`config.mk`:
```
export PLATFORM = sky130hd
export DESIGN_NAME = multicycle_control_fsm
export DESIGN_NICKNAME = d
export VERILOG_FILES = /design/src/rtl/riscv_mc_pkg.sv /design/src/rtl/multicycle_control_fsm.sv
export SDC_FILE = /design/constraint.sdc
export NUM_CORES = 1
export LEC_CHECK = 0
export ABC_CLOCK_PERIOD_IN_PS = 1290
export CORE_AREA = 2 2 41 43
export CTS_CLUSTER_SIZE = 24
export DETAILED_ROUTE_END_ITERATION = 10
export DIE_AREA = 0 0 43 45
export PLACE_DENSITY_LB_ADDON = 0.05
export RECOVER_POWER = 100
export SLEW_MARGIN = 10
export SYNTH_ARGS = -nofsm -noshare
export SYNTH_HDL_FRONTEND = slang
export SYNTH_SLANG_ARGS = --single-unit
```
`constraint.sdc`:
```
create_clock -name clk -period 1.29 [get_ports clk]
set_input_delay 0.129 -clock clk [delete_from_list [all_inputs] [get_ports clk]]
set_output_delay 0.129 -clock clk [all_outputs]
set_load 0.005 [all_outputs]
```
`src/rtl/riscv_mc_pkg.sv`:
```
// Shared encodings for the multicycle RISC-V control unit.
//   state_e          : 4-bit FSM state encoding (S0_FETCH..S8_BRANCH)
//   OP_*             : 7-bit major opcodes recognised by the decoder
//   ALUOP_*          : ALU control class handed to the ALU decoder
//   SRCB_*           : ALU operand B mux selects
package riscv_mc_pkg;

    typedef enum logic [3:0] {
        S0_FETCH    = 4'd0,
        S1_DECODE   = 4'd1,
        S2_MEMADR   = 4'd2,
        S3_MEMREAD  = 4'd3,
        S4_MEMWB    = 4'd4,
        S5_MEMWRITE = 4'd5,
        S6_EXECUTE  = 4'd6,
        S7_ALUWB    = 4'd7,
        S8_BRANCH   = 4'd8
    } state_e;

    localparam logic [6:0] OP_LW    = 7'b0000011;
    localparam logic [6:0] OP_SW    = 7'b0100011;
    localparam logic [6:0] OP_RTYPE = 7'b0110011;
    localparam logic [6:0] OP_BEQ   = 7'b1100011;

    localparam logic [1:0] ALUOP_ADD   = 2'b00;
    localparam logic [1:0] ALUOP_SUB   = 2'b01;
    localparam logic [1:0] ALUOP_FUNCT = 2'b10;

    localparam logic [1:0] SRCB_REG   = 2'b00;
    localparam logic [1:0] SRCB_FOUR  = 2'b01;
    localparam logic [1:0] SRCB_IMM   = 2'b10;
    localparam logic [1:0] SRCB_BROFF = 2'b11;

endpackage

```
`src/rtl/multicycle_control_fsm.sv`:
```
// Main control unit of a multicycle RISC-V datapath (shared memory,
// IR/MDR/A/B/ALUOut registers). Moore FSM: every output is a function of
// the current state only; opcode only steers the next state.
// Ports:
//   clk, reset        : clock, asynchronous active-high reset (-> FETCH)
//   opcode[6:0]       : instr[6:0] from the instruction register
//   RegWrite, MemRead, MemWrite, IRWrite, PCWrite, PCWriteCond : enables
//   ALUSrcA, MemtoReg, IorD, PCSource, ALUOp[1:0], ALUSrcB[1:0] : selects
module multicycle_control_fsm
    import riscv_mc_pkg::*;
(
    input  logic       clk,
    input  logic       reset,
    input  logic [6:0] opcode,
    output logic       RegWrite,
    output logic       ALUSrcA,
    output logic       MemRead,
    output logic       MemWrite,
    output logic       MemtoReg,
    output logic       IorD,
    output logic       IRWrite,
    output logic       PCWrite,
    output logic       PCWriteCond,
    output logic       PCSource,
    output logic [1:0] ALUOp,
    output logic [1:0] ALUSrcB
);

    state_e state_q, state_d;

    always_ff @(posedge clk or posedge reset) begin
        if (reset) state_q <= S0_FETCH;
        else       state_q <= state_d;
    end

    // Next state. Plain case (not casez): an X/Z opcode matches no item and
    // falls back to FETCH.
    always_comb begin
        state_d = S0_FETCH;
        case (state_q)
            S0_FETCH:  state_d = S1_DECODE;
            S1_DECODE: begin
                case (opcode)
                    OP_LW, OP_SW: state_d = S2_MEMADR;
                    OP_RTYPE:     state_d = S6_EXECUTE;
                    OP_BEQ:       state_d = S8_BRANCH;
                    default:      state_d = S0_FETCH;
                endcase
            end
            // Opcode is re-examined here to split loads from stores.
            S2_MEMADR: begin
                case (opcode)
                    OP_LW:   state_d = S3_MEMREAD;
                    OP_SW:   state_d = S5_MEMWRITE;
                    default: state_d = S0_FETCH;
                endcase
            end
            S3_MEMREAD: state_d = S4_MEMWB;
            S6_EXECUTE: state_d = S7_ALUWB;
            default:    state_d = S0_FETCH;
        endcase
    end

    // Moore outputs; everything not named for a state stays 0.
    always_comb begin
        RegWrite    = 1'b0;
        ALUSrcA     = 1'b0;
        MemRead     = 1'b0;
        MemWrite    = 1'b0;
        MemtoReg    = 1'b0;
        IorD        = 1'b0;
        IRWrite     = 1'b0;
        PCWrite     = 1'b0;
        PCWriteCond = 1'b0;
        PCSource    = 1'b0;
        ALUOp       = ALUOP_ADD;
        ALUSrcB     = SRCB_REG;
        case (state_q)
            S0_FETCH: begin
                // Read instruction at PC, load IR, PC <= PC + 4.
                MemRead = 1'b1;
                IRWrite = 1'b1;
                PCWrite = 1'b1;
                ALUSrcB = SRCB_FOUR;
            end
            S1_DECODE: begin
                // Speculatively compute the branch target into ALUOut.
                ALUSrcB = SRCB_BROFF;
            end
            S2_MEMADR: begin
                ALUSrcA = 1'b1;
                ALUSrcB = SRCB_IMM;
            end
            S3_MEMREAD: begin
                MemRead = 1'b1;
                IorD    = 1'b1;
            end
            S4_MEMWB: begin
                RegWrite = 1'b1;
                MemtoReg = 1'b1;
            end
            S5_MEMWRITE: begin
                MemWrite = 1'b1;
                IorD     = 1'b1;
            end
            S6_EXECUTE: begin
                ALUSrcA = 1'b1;
                ALUOp   = ALUOP_FUNCT;
            end
            S7_ALUWB: begin
                RegWrite = 1'b1;
            end
            S8_BRANCH: begin
                // Compare A-B; on Zero the PC takes the target held in ALUOut.
                ALUSrcA     = 1'b1;
                ALUOp       = ALUOP_SUB;
                PCWriteCond = 1'b1;
                PCSource    = 1'b1;
            end
            default: ;
        endcase
    end

endmodule

```
==> run_results.csv <==
group,metric,value,unit
detailed_routing,wl_per_cell,12.4,um
global_routing,antenna_found_initial,0,
power,clock_power_share,0.175,
global_routing,grt_start_max_net_pins,6,
run_status,violations,"negative setup slack",
timing,tightest_slew,0.227,ns
place,routabilityCongestion,0.843,
timing,timing.fmax,696,MHz
synth,yosys_register_bits,4,
synth,synth_cell_types,28,
timing,relSlewSlack,0.849,
floorplan,coreArea,0.00147,sq mm
synth,synth_top_area_frac,0.240,
clocking,clk_pin_slew,0.04,ns
power,p_leak,0.454,nW
cells_and_area,fin_area,0.00100,sq mm
cells_and_area,final_nets,110,
setup_path,path_delay_family,"flip-flops",
cells_and_area,reg_top3,"state_q: 4 flops",
clocking,cts_tree,"done",
cells_and_area,fillers,113,
global_routing,grt.overflow.total,0,
cells_and_area,drive_above_1_share,0.758,
floorplan,pin_count,23,
run_status,status,"finished with violations",
cells_and_area,area_delta_synth_final,141,%
setup_path,worstPathArrival,1.31,ns
setup_path,cp_slowest_cell,"dfrtp_1",
power,power.total,0.000888,W
synth,synth-async-reset-ratio,1.00,
cells_and_area,largest_register_ff_count,4,
global_routing,grt_pass1_wl,2530,um
synth,ys_warn_count,0,
detailed_routing,wirelength,1430,um
detailed_routing,vias_per_cell,4.68,
power,combPwrFrac,0.626,
synth,synth_area,417,sq um
synth,synth_most_common_cell,"nor2_1",
synth,syn_nets,58,
detailed_routing,drc,0,
detailed_routing,ant_nets,0,
synth,synthTopCellsByArea,"dfrtp_1 24%, nand4bb_4 6.6%, nor2_1 5.4%, nor3_1 4.8%, nor4b_1 4.2%",
floorplan,fp-row-count,14,
clocking,holdBufCountCts,0,
synth,synth_flop_cell,"dfrtp_1",
power,p_sw,0.000332,W
setup_path,cp-start-kind,"flip-flop",
floorplan,dieArea,0.00194,sq mm
power,peakVddDrop,0.644,mV
global_routing,grtUsageTotal,0.172,
clocking,cts_buffers,3,
cells_and_area,register_area,103,sq um
synth,synth_common_cells,"6 x nor2_1, 4 x dfrtp_1, 4 x nor3_1",
place,place_area,778,sq um
timing,finClkSkew,0.00670,ns
timing,slew_violations,0,
synth,syn-mean-instance-area,8.50,sq um
synth,postSynthCellCount,49,
detailed_routing,drtPass1Iterations,2,
power,pwr_density_cell,886,mW/mm^2
cells_and_area,multi_input_area,414,sq um
timing,setup_viol,16,
setup_path,cpPeakStageDelay,0.42,ns
timing,period_share,1.11,
place,numPortBuffers,22,
detailed_routing,vias,538,
cells_and_area,diodes,0,
timing,final-hold-violation-count,0,
worst_hold_path,min_path_type,"in2async",
setup_path,worstPathRequired,1.16,ns
power,switching_share,0.374,
timing,rsz0062_at_grt,"true",
power,power.internal,0.000556,W
setup_path,worstPathMaxFanout,4,
clocking,clock-sinks,4,
floorplan,die_w,43,um
setup_path,path_cells,"or2_4 -> buf_6 -> nor3_4 -> buf_2",
setup_path,crit_type,"reg2out",
synth,yosysTopAreaCell,"dfrtp_1",
power,pwr-share-seq,0.199,
setup_path,critPathCaptureType,"primary output",
synth,yosysSeqAreaShare,0.240,
synth,synth_edf_count,0,
setup_path,crit_buf_inv,2,
flow_run,max_cap_viol_count,0,
timing,worst_slack,-0.147,ns
cells_and_area,regMostFlops,"state_q",
clocking,clk_path_buf_depth,2,
place,dp_hpwl,930,um
detailed_routing,drt_iter0_drc,1,
clocking,clk_latency,0.24,ns
floorplan,chipHeight,45,um
clocking,cts-root-buf,"clkbuf_4",
global_routing,grt_pass1_vias,552,
timing,finalCriticalPeriod,1.44,ns
clocking,cts-htree-levels,1,
floorplan,start_util,0.283,
[kinds of logic (layout without fill, tap and decap cells)]
kind of cell | count (synthesis) | after routing | share of synthesized area
buffers and inverters | 9 | 59 | 0.126
flip-flops | 4 | 4 | 0.240
AND/OR/NAND/NOR | 26 | 26 | 0.432
multiplexers | 1 | 1 | 0.0240
AO/OA/AOI/OAI | 7 | 7 | 0.135
XOR/XNOR | 2 | 2 | 0.0420
[path summary, 6_finish.rpt]
| check | slack, ns | startpoint | depth (start not counted) | end |
|---|---|---|---|---|
| max | -0.15 | state_q[3]$_DFF_PP0_ | 4 | PCWrite |
| min | 0.21 | reset | 2 | state_q[1]$_DFF_PP0_ |
| max reg2reg | -0.08 | state_q[3]$_DFF_PP0_ | 5 | state_q[2]$_DFF_PP0_ |
| min reg2reg | 0.66 | state_q[3]$_DFF_PP0_ | 2 | state_q[0]$_DFF_PP0_ |
| max in group asynchronous | 0.91 | reset | 2 | state_q[2]$_DFF_PP0_ |
| min in group clk | 0.66 | state_q[3]$_DFF_PP0_ | 2 | state_q[0]$_DFF_PP0_ |
[layout by cell type, fill, tap and decap left out, types with 2 or more instances in the layout]
cell / n
clkdlybuf4s50_1: 7
buf_2: 12
nor4b_4: 2
nor2_1: 2
nor2_2: 2
inv_1: 2
nand2b_4: 2
a21oi_2: 2
buf_6: 11
dfrtp_1: 2
buf_4: 22
clkbuf_4: 3
nor3_1: 2
dfrtp_2: 2
nor2_4: 2
or2b_4: 2
[layer usage]
| layer | GRT usage | up-vias | share of wire |
|---|---|---|---|
| met5 | 0 | - | 0 |
| met4 | 0.0182 | 0 | 0 |
| met3 | 0.0480 | 0 | 0.057 |
| met2 | 0.321 | 18 | 0.54 |
| met1 | 0.204 | 248 | 0.41 |
| li1 | - | 272 | - |
[cell type report]
class                           count  area share
Multi-Input combinational cell     36       0.413
Timing Repair Buffer               53       0.428
Tap cell                           16      0.0200
Sequential cell                     4       0.102
Clock buffer                        3      0.0225
Inverter                            3      0.0137
[power groups by stage]
| stage | logic (W) | registers, W | clock network, W |
|---|---|---|---|
| finish | 0.000556 | 0.000176 | 0.000155 |
| floorplan | 0.000221 | 0.000148 | 0 |
| detailed placement | 0.000453 | 0.000167 | 0 |
| CTS | 0.000487 | 0.000181 | 0.000161 |
| global route | 0.000596 | 0.000179 | 0.000170 |
| global placement | 0.000451 | 0.000164 | 0 |
[metrics by stage]
| step | setup TNS, ns | hold slack (ns) | setup WS (ns) | cells | util |
|---|---|---|---|---|---|
| 2_1_floorplan | 0 | -0.105 | 0.0514 | 49 | - |
| 3_3_place_gp | -4.14 | 0.324 | -0.318 | 102 | 0.529 |
| 3_5_place_dp | -3.81 | 0.330 | -0.295 | 102 | 0.529 |
| 4_1_cts | -1.41 | 0.0773 | -0.171 | 114 | 0.648 |
| 5_1_grt | -2.37 | 0.238 | -0.196 | 115 | 0.681 |
| 6_report | -1.44 | 0.211 | -0.147 | 115 | 0.681 |
[worst reg2reg max path: cells and delay by family, from the launching register on]
kind / cells / cell delay, ns
AND/OR/NAND/NOR: 2 / 0.48
flip-flops: 1 / 0.42
buffers and inverters: 2 / 0.26
AO/OA/AOI/OAI: 1 / 0.14
[repair_timing]
action,CTS,global route
buffers inserted,10,2
resized for setup,89,10
pin swaps,11,4
endpoints found under the setup margin,16,18
Note: power is estimated with default switching activity, not from simulation.
